**src/rtl/fp_prenorm_pkg.sv**
```systemverilog
// ============================================================================
// Module  : fp_prenorm_pkg
// Brief   : Shared types, field widths and operand classifier for the FIR
//           floating-point operand pre-normalization path.
// Revision: 1.0 - initial release
// ============================================================================
`default_nettype none

package fp_prenorm_pkg;

  localparam int EXP_W  = 8;
  localparam int FRAC_W = 23;
  localparam int MANT_W = 24;
  localparam int XEXP_W = 10;

  // Bit positions inside the 2-bit {special, zero} flag field
  localparam int FLAG_ZERO    = 0;
  localparam int FLAG_SPECIAL = 1;

  typedef enum logic [1:0] {
    IDLE = 2'd0,
    SHA  = 2'd1,
    SHB  = 2'd2,
    DONE = 2'd3
  } state_t;

  typedef struct packed {
    logic [MANT_W-1:0] mant;
    logic [XEXP_W-1:0] exp;
    logic [1:0]        flags;
    logic              sub;
  } class_t;

  // Bypass classification; subnormals come back with sub=1 and zeroed
  // mant/exp that the shared shift unit overwrites later.
  function automatic class_t classify(input logic [31:0] x);
    class_t            c;
    logic [EXP_W-1:0]  e;
    logic [FRAC_W-1:0] f;
    e       = x[30:23];
    f       = x[22:0];
    c.mant  = {1'b1, f};
    c.exp   = {2'b00, e};
    c.flags = 2'b00;
    c.sub   = 1'b0;
    if (e == 8'hFF) begin
      c.mant                = {1'b0, f};
      c.flags[FLAG_SPECIAL] = 1'b1;
    end else if (e == 8'h00) begin
      c.mant = '0;
      c.exp  = '0;
      if (f == '0) begin
        c.flags[FLAG_ZERO] = 1'b1;
      end else begin
        c.sub = 1'b1;
      end
    end
    return c;
  endfunction

endpackage

`default_nettype wire

```
**src/rtl/prenorm_lzc.sv**
```systemverilog
// ============================================================================
// Module  : prenorm_lzc
// Brief   : Leading-one shift counter plus left shifter for one subnormal
//           fraction; yields a mantissa with the hidden bit at [23] and the
//           matching widened exponent (1 - shift).
// Revision: 1.0 - initial release
// ============================================================================
`default_nettype none

module prenorm_lzc
  import fp_prenorm_pkg::*;
(
  input  logic [FRAC_W-1:0] frac,
  output logic [MANT_W-1:0] norm_mant,
  output logic [XEXP_W-1:0] norm_exp
);

  logic [4:0] shift;

  // Highest set bit wins: later (higher) indices override lower ones
  always_comb begin
    shift = '0;
    for (int i = 0; i < FRAC_W; i++) begin
      if (frac[i]) begin
        shift = 5'(FRAC_W - i);
      end
    end
    norm_mant = {1'b0, frac} << shift;
    norm_exp  = XEXP_W'(1) - XEXP_W'(shift);
  end

endmodule

`default_nettype wire

```
**src/rtl/prenorm_sched.sv**
```systemverilog
// ============================================================================
// Module  : prenorm_sched
// Brief   : Accepts an IEEE-754 single operand pair, normalizes subnormal
//           operands through one time-shared shift unit and presents the
//           normalized pair with widened exponents downstream.
// Revision: 1.0 - initial release
// ============================================================================
`default_nettype none

module prenorm_sched
  import fp_prenorm_pkg::*;
#(
  parameter int CNT_W = 16
) (
  input  logic              clk,
  input  logic              rst,
  input  logic              in_valid,
  output logic              in_ready,
  input  logic [31:0]       in_a,
  input  logic [31:0]       in_b,
  output logic              out_valid,
  input  logic              out_ready,
  output logic              out_sign_a,
  output logic [MANT_W-1:0] out_mant_a,
  output logic [XEXP_W-1:0] out_exp_a,
  output logic [1:0]        out_flags_a,
  output logic              out_sign_b,
  output logic [MANT_W-1:0] out_mant_b,
  output logic [XEXP_W-1:0] out_exp_b,
  output logic [1:0]        out_flags_b,
  output logic [CNT_W-1:0]  denorm_cnt
);

  state_t              state_q, state_d;
  logic                in_ready_q, in_ready_d;
  logic                out_valid_q, out_valid_d;
  logic [FRAC_W-1:0]   frac_a_q, frac_a_d, frac_b_q, frac_b_d;
  logic                sub_b_q, sub_b_d;
  logic                sign_a_q, sign_a_d, sign_b_q, sign_b_d;
  logic [MANT_W-1:0]   mant_a_q, mant_a_d, mant_b_q, mant_b_d;
  logic [XEXP_W-1:0]   exp_a_q, exp_a_d, exp_b_q, exp_b_d;
  logic [1:0]          flags_a_q, flags_a_d, flags_b_q, flags_b_d;
  logic [CNT_W-1:0]    cnt_q, cnt_d;

  class_t              cls_a, cls_b;
  logic [FRAC_W-1:0]   lzc_frac;
  logic [MANT_W-1:0]   lzc_mant;
  logic [XEXP_W-1:0]   lzc_exp;

  // Shared unit sees b only while in SHB; otherwise it looks at a
  always_comb begin
    lzc_frac = (state_q == SHB) ? frac_b_q : frac_a_q;
  end

  prenorm_lzc u_lzc (
    .frac      (lzc_frac),
    .norm_mant (lzc_mant),
    .norm_exp  (lzc_exp)
  );

  // Next-state, datapath capture and saturating subnormal count
  always_comb begin
    cls_a     = classify(in_a);
    cls_b     = classify(in_b);
    state_d   = state_q;
    frac_a_d  = frac_a_q;
    frac_b_d  = frac_b_q;
    sub_b_d   = sub_b_q;
    sign_a_d  = sign_a_q;
    sign_b_d  = sign_b_q;
    mant_a_d  = mant_a_q;
    mant_b_d  = mant_b_q;
    exp_a_d   = exp_a_q;
    exp_b_d   = exp_b_q;
    flags_a_d = flags_a_q;
    flags_b_d = flags_b_q;
    cnt_d     = cnt_q;
    case (state_q)
      IDLE: begin
        if (in_valid) begin
          frac_a_d  = in_a[22:0];
          frac_b_d  = in_b[22:0];
          sub_b_d   = cls_b.sub;
          sign_a_d  = in_a[31];
          sign_b_d  = in_b[31];
          mant_a_d  = cls_a.mant;
          mant_b_d  = cls_b.mant;
          exp_a_d   = cls_a.exp;
          exp_b_d   = cls_b.exp;
          flags_a_d = cls_a.flags;
          flags_b_d = cls_b.flags;
          if (cls_a.sub) begin
            state_d = SHA;
          end else if (cls_b.sub) begin
            state_d = SHB;
          end else begin
            state_d = DONE;
          end
        end
      end
      SHA: begin
        mant_a_d = lzc_mant;
        exp_a_d  = lzc_exp;
        state_d  = sub_b_q ? SHB : DONE;
      end
      SHB: begin
        mant_b_d = lzc_mant;
        exp_b_d  = lzc_exp;
        state_d  = DONE;
      end
      DONE: begin
        if (out_ready) begin
          state_d = IDLE;
        end
      end
      default: state_d = IDLE;
    endcase
    if (((state_q == SHA) || (state_q == SHB)) && (cnt_q != {CNT_W{1'b1}})) begin
      cnt_d = cnt_q + CNT_W'(1);
    end
    in_ready_d  = (state_d == IDLE);
    out_valid_d = (state_d == DONE);
  end

  // State and output registers; reset overrides any in-flight pair
  always_ff @(posedge clk) begin
    if (rst) begin
      state_q     <= IDLE;
      in_ready_q  <= 1'b1;
      out_valid_q <= 1'b0;
      frac_a_q    <= '0;
      frac_b_q    <= '0;
      sub_b_q     <= 1'b0;
      sign_a_q    <= 1'b0;
      sign_b_q    <= 1'b0;
      mant_a_q    <= '0;
      mant_b_q    <= '0;
      exp_a_q     <= '0;
      exp_b_q     <= '0;
      flags_a_q   <= '0;
      flags_b_q   <= '0;
      cnt_q       <= '0;
    end else begin
      state_q     <= state_d;
      in_ready_q  <= in_ready_d;
      out_valid_q <= out_valid_d;
      frac_a_q    <= frac_a_d;
      frac_b_q    <= frac_b_d;
      sub_b_q     <= sub_b_d;
      sign_a_q    <= sign_a_d;
      sign_b_q    <= sign_b_d;
      mant_a_q    <= mant_a_d;
      mant_b_q    <= mant_b_d;
      exp_a_q     <= exp_a_d;
      exp_b_q     <= exp_b_d;
      flags_a_q   <= flags_a_d;
      flags_b_q   <= flags_b_d;
      cnt_q       <= cnt_d;
    end
  end

  assign in_ready    = in_ready_q;
  assign out_valid   = out_valid_q;
  assign out_sign_a  = sign_a_q;
  assign out_mant_a  = mant_a_q;
  assign out_exp_a   = exp_a_q;
  assign out_flags_a = flags_a_q;
  assign out_sign_b  = sign_b_q;
  assign out_mant_b  = mant_b_q;
  assign out_exp_b   = exp_b_q;
  assign out_flags_b = flags_b_q;
  assign denorm_cnt  = cnt_q;

endmodule

`default_nettype wire

```
**config.mk**
```make
export PLATFORM = sky130hd
export DESIGN_NAME = prenorm_sched
export DESIGN_NICKNAME = d
export VERILOG_FILES = /design/src/rtl/fp_prenorm_pkg.sv /design/src/rtl/prenorm_lzc.sv /design/src/rtl/prenorm_sched.sv
export SDC_FILE = /design/constraint.sdc
export NUM_CORES = 1
export LEC_CHECK = 0
export BUFFER_PORTS_ARGS = -buffer_cell sky130_fd_sc_hd__buf_2
export CAP_MARGIN = 20
export CORE_MARGIN = 2
export CORE_UTILIZATION = 45
export CTS_CLUSTER_DIAMETER = 30
export DETAILED_ROUTE_END_ITERATION = 16
export PLACE_DENSITY = 0.68
export SLEW_MARGIN = 20
export SYNTH_ARGS = -nofsm -noshare
export SYNTH_HDL_FRONTEND = slang
export SYNTH_SLANG_ARGS = --single-unit
```
**constraint.sdc**
```tcl
create_clock -name clk -period 3.9 [get_ports clk]
set_input_delay 0.78 -clock clk [delete_from_list [all_inputs] [get_ports clk]]
set_output_delay 0.78 -clock clk [all_outputs]
set_load 0.01 [all_outputs]
```
==> impl_metrics.ini <==
[final_layout]
stdcell_area_um2 = 9830
final_nets = 1262
fill_cells = 1694
layout.cells.most_common = sky130_fd_sc_hd__nand2_1
most-common-layout-cells = 169 x sky130_fd_sc_hd__nand2_1, 158 x sky130_fd_sc_hd__buf_2, 139 x sky130_fd_sc_hd__dfxtp_1
flow.area_growth_from_synthesis_pct = 25.5
n_antenna_cell = 0
filler_free_cell_count_of_the_finished_design = 1426
drive_above_1_share_pct = 27.4

[outcome]
outcome = finished, final reports clean

[floorplan]
design.die.area_um2 = 18500
core_area_um2 = 17200
core.rowCount = 48
initial_core_util_pct = 45.6
height_of_the_chip_um = 136
die_w_um = 136
pin_count = 160

[grt]
grt_remaining_overflow = 0
grt_pass1_vias = 7874
grt_start_max_net_pins = 86
globalRouteTotalUtil_pct = 33.7
grt_pass1_wl_um = 46800
antenna_found_initial = 0

[worst_setup_path]
critPathArrivalTime_ps = 3940
worst-r2r-cell-count = 14
cp_cell_sequence = ha_4, buf_12, buf_4, or3b_1, o2bb2ai_1, nor3b_1, o31a_1, inv_4, buf_4, mux2i_1, buf_4, nor3_1, o21ai_0, a211oi_1
worst_setup_path_start_kind = register
crit_type = register to register
r2r_slack_ps = 230
crit-reg2reg-capture = out_mant_b[8]
crit_slowest_cell = sky130_fd_sc_hd__dfxtp_1
critical_path.max_fanout = 22
worstSetupStartpoint = state_q[1]
critical_path_s_most_frequent_cell = sky130_fd_sc_hd__buf_4
critical_path.endpoint = out_mant_b[8]
end_kind = register
cpPeakStageDelay_ps = 450
worst_ep_required_time_ps = 4170
r2r-start = state_q[1]

[routing]
drtPass1Iterations = 5
dr.first_iter.drc_count = 770
total_via_count_after_detailed_routing = 8588
route.antenna.remaining_nets = 0
drc = 0
wire_length_reported_by_the_detailed_router_um = 31100
wire_per_inst_um = 21.8
avgViaCountPerCell = 6.02

[synthesis]
synth_edf_count = 0
postSynth.asyncResetShare_pct = 0
yosys_warnings = 0
synth_area_per_cell_um2 = 7.89
dominantRegCellSynth = sky130_fd_sc_hd__dfxtp_1
syn-num-nets = 1066
synthesis.instances = 992
ys_seq_area_share_pct = 35.5
syn_area_um2 = 7830
yosysUniqueCellTypes = 72
synth-seq-cells = 139

[clock_network]
cts.sink_count = 139
cts.clk_slew.worst_paths_ps = 70
hold_buffers = 0
cts_buffer_depth = 2
clock_tree.htree_level_count = 4
cts_made_buffers = 17
tritoncts = yes
worst_skew_pair.late_latency_ps = 440
post-cts-setup-buffers = 0
ctsRootBufferMaster = sky130_fd_sc_hd__clkbuf_16
cts-resized-gates = 0

[sta]
grt_setup_unrepaired = false
relSlewSlack_pct = 37.8
slew_viol_final = 0
slew_at_the_pin_closest_to_its_max_slew_limit_ps = 933
fin_crit_ps = 3670
timing.setup.tns_ps = 0
setup-violations-final = 0
final-hold-violation-count = 0
fin_worst_skew_ps = 10.8
achievable-frequency_mhz = 273
timing.final.crit_share_pct = 94.0

[placement]
gp_routability_congestion = 0.967
dpl_cell_area_um2 = 9260
numPortBuffers = 159
place.detailed.instances = 1394
detailed_place_hpwl_um = 23600

[power]
power.ir.vdd_worst_uv = 475
total_power_mw = 11.4
pwr_density_cell_nw_per_um2 = 1160
static-leakage-power_nw = 4.08

[flow_run]
maxCapViolations = 0

[worst_hold_path]
holdCritPathClass = register to register
-- critical path: cells and delay by family, from the launching register on --
kind	cells	cell delay, ps
adders and majority gates	1	260
buffers and inverters	5	840
DFF	1	450
AOI/OAI and AO/OA	4	940
muxes	1	410
and+or+nand+nor	3	590
-- synth_stat cells, types with 5 or more instances --
| library cell | count | area [um^2] |
|---|---|---|
| sky130_fd_sc_hd__a221oi_1 | 8 | 70.1 |
| sky130_fd_sc_hd__clkbuf_1 | 48 | 180 |
| sky130_fd_sc_hd__buf_1 | 5 | 18.8 |
| sky130_fd_sc_hd__and3_1 | 9 | 56.3 |
| sky130_fd_sc_hd__nor3b_1 | 6 | 45.0 |
| sky130_fd_sc_hd__nor2_1 | 108 | 405 |
| sky130_fd_sc_hd__mux2i_1 | 51 | 510 |
| sky130_fd_sc_hd__nor2b_1 | 5 | 31.3 |
| sky130_fd_sc_hd__a211oi_2 | 5 | 62.6 |
| sky130_fd_sc_hd__a311oi_1 | 10 | 87.6 |
| sky130_fd_sc_hd__o21ai_1 | 5 | 25.0 |
| sky130_fd_sc_hd__a21oi_1 | 104 | 521 |
| sky130_fd_sc_hd__dfxtp_1 | 139 | 2780 |
| sky130_fd_sc_hd__nand3_1 | 12 | 60.1 |
| sky130_fd_sc_hd__buf_6 | 8 | 90.1 |
| sky130_fd_sc_hd__o211ai_1 | 5 | 37.5 |
| sky130_fd_sc_hd__a211oi_1 | 47 | 353 |
| sky130_fd_sc_hd__inv_1 | 9 | 33.8 |
| sky130_fd_sc_hd__nand2_1 | 170 | 638 |
| sky130_fd_sc_hd__a32oi_1 | 11 | 96.3 |
| sky130_fd_sc_hd__nor3_1 | 33 | 165 |
| sky130_fd_sc_hd__nand4_1 | 13 | 81.3 |
| sky130_fd_sc_hd__a31oi_1 | 13 | 81.3 |
| sky130_fd_sc_hd__o21ai_0 | 34 | 170 |
| sky130_fd_sc_hd__xor2_1 | 9 | 78.8 |
| sky130_fd_sc_hd__ha_1 | 6 | 75.1 |
| sky130_fd_sc_hd__mux4_2 | 6 | 135 |
| sky130_fd_sc_hd__nor4_1 | 17 | 106 |
| sky130_fd_sc_hd__mux2_2 | 7 | 78.8 |
| sky130_fd_sc_hd__or3_1 | 14 | 87.6 |
-- metal layers --
layer  track usage (%)  up-vias  wire [um]
met5                 0        -          0
met4              14.1        0       1290
met3              6.19       74       2460
met2              52.4      450      13900
met1              45.9     4046      13500
li1                  -     4018          -
-- how the worst min path moves through the flow --
stage,start,endpoint,cells after the start
floorplan,frac_b_q[8],frac_b_q[8],2
CTS,out_mant_a[0],out_mant_a[0],2
global route,out_mant_a[0],out_mant_a[0],2
detailed placement,out_mant_a[0],out_mant_a[0],2
global placement,out_sign_b,out_sign_b,2
finish,out_mant_a[0],out_mant_a[0],2
-- power by group --
part	leakage (nW)	internal [mW]	switching, mW
combinational	2.67	3.06	4.53
sequential	1.14	1.87	0.336
clock	0.272	0.837	0.727
-- per-stage QoR --
step / utilization, % / hold slack [ps] / setup WS (ps)
2_1_floorplan: - / 444 / 570
3_3_place_gp: 53.9 / 442 / 221
3_5_place_dp: 53.9 / 449 / 147
4_1_cts: 57.2 / 462 / 119
5_1_grt: 57.2 / 483 / 24.6
6_report: 57.2 / 458 / 234
-- final cells by class --
cell class	count	area [um^2]	share of cell area, %
multi-input combinational	768	4640	47.2
sequential	139	2780	28.3
timing repair buffer	249	1510	15.4
clock buffer	17	425	4.33
tap	225	282	2.86
clock inverter	15	131	1.34
inverter	13	53.8	0.547
-- registers in the layout, summed over array words and instances (netlist names), 9 cells and up --
signal / flops
frac_a_q: 23
out_exp_b: 9
out_mant_a: 24
out_exp_a: 9
frac_b_q: 23
out_mant_b: 24
denorm_cnt: 16
-- cell families (layout without fill, tap and decap cells) --
group                    Yosys count  after routing  synth area share (%)
flip-flops                       139            139                  35.5
XOR/XNOR                          11             11                  1.23
AND/OR/NAND/NOR                  406            406                  23.3
buffers and inverters             85            294                  5.72
AO/OA/AOI/OAI                    281            281                  24.0
adder cells (fa/ha/maj)            6              6                 0.959
multiplexers                      64             64                  9.25
Power figures use the tool's default switching activity.
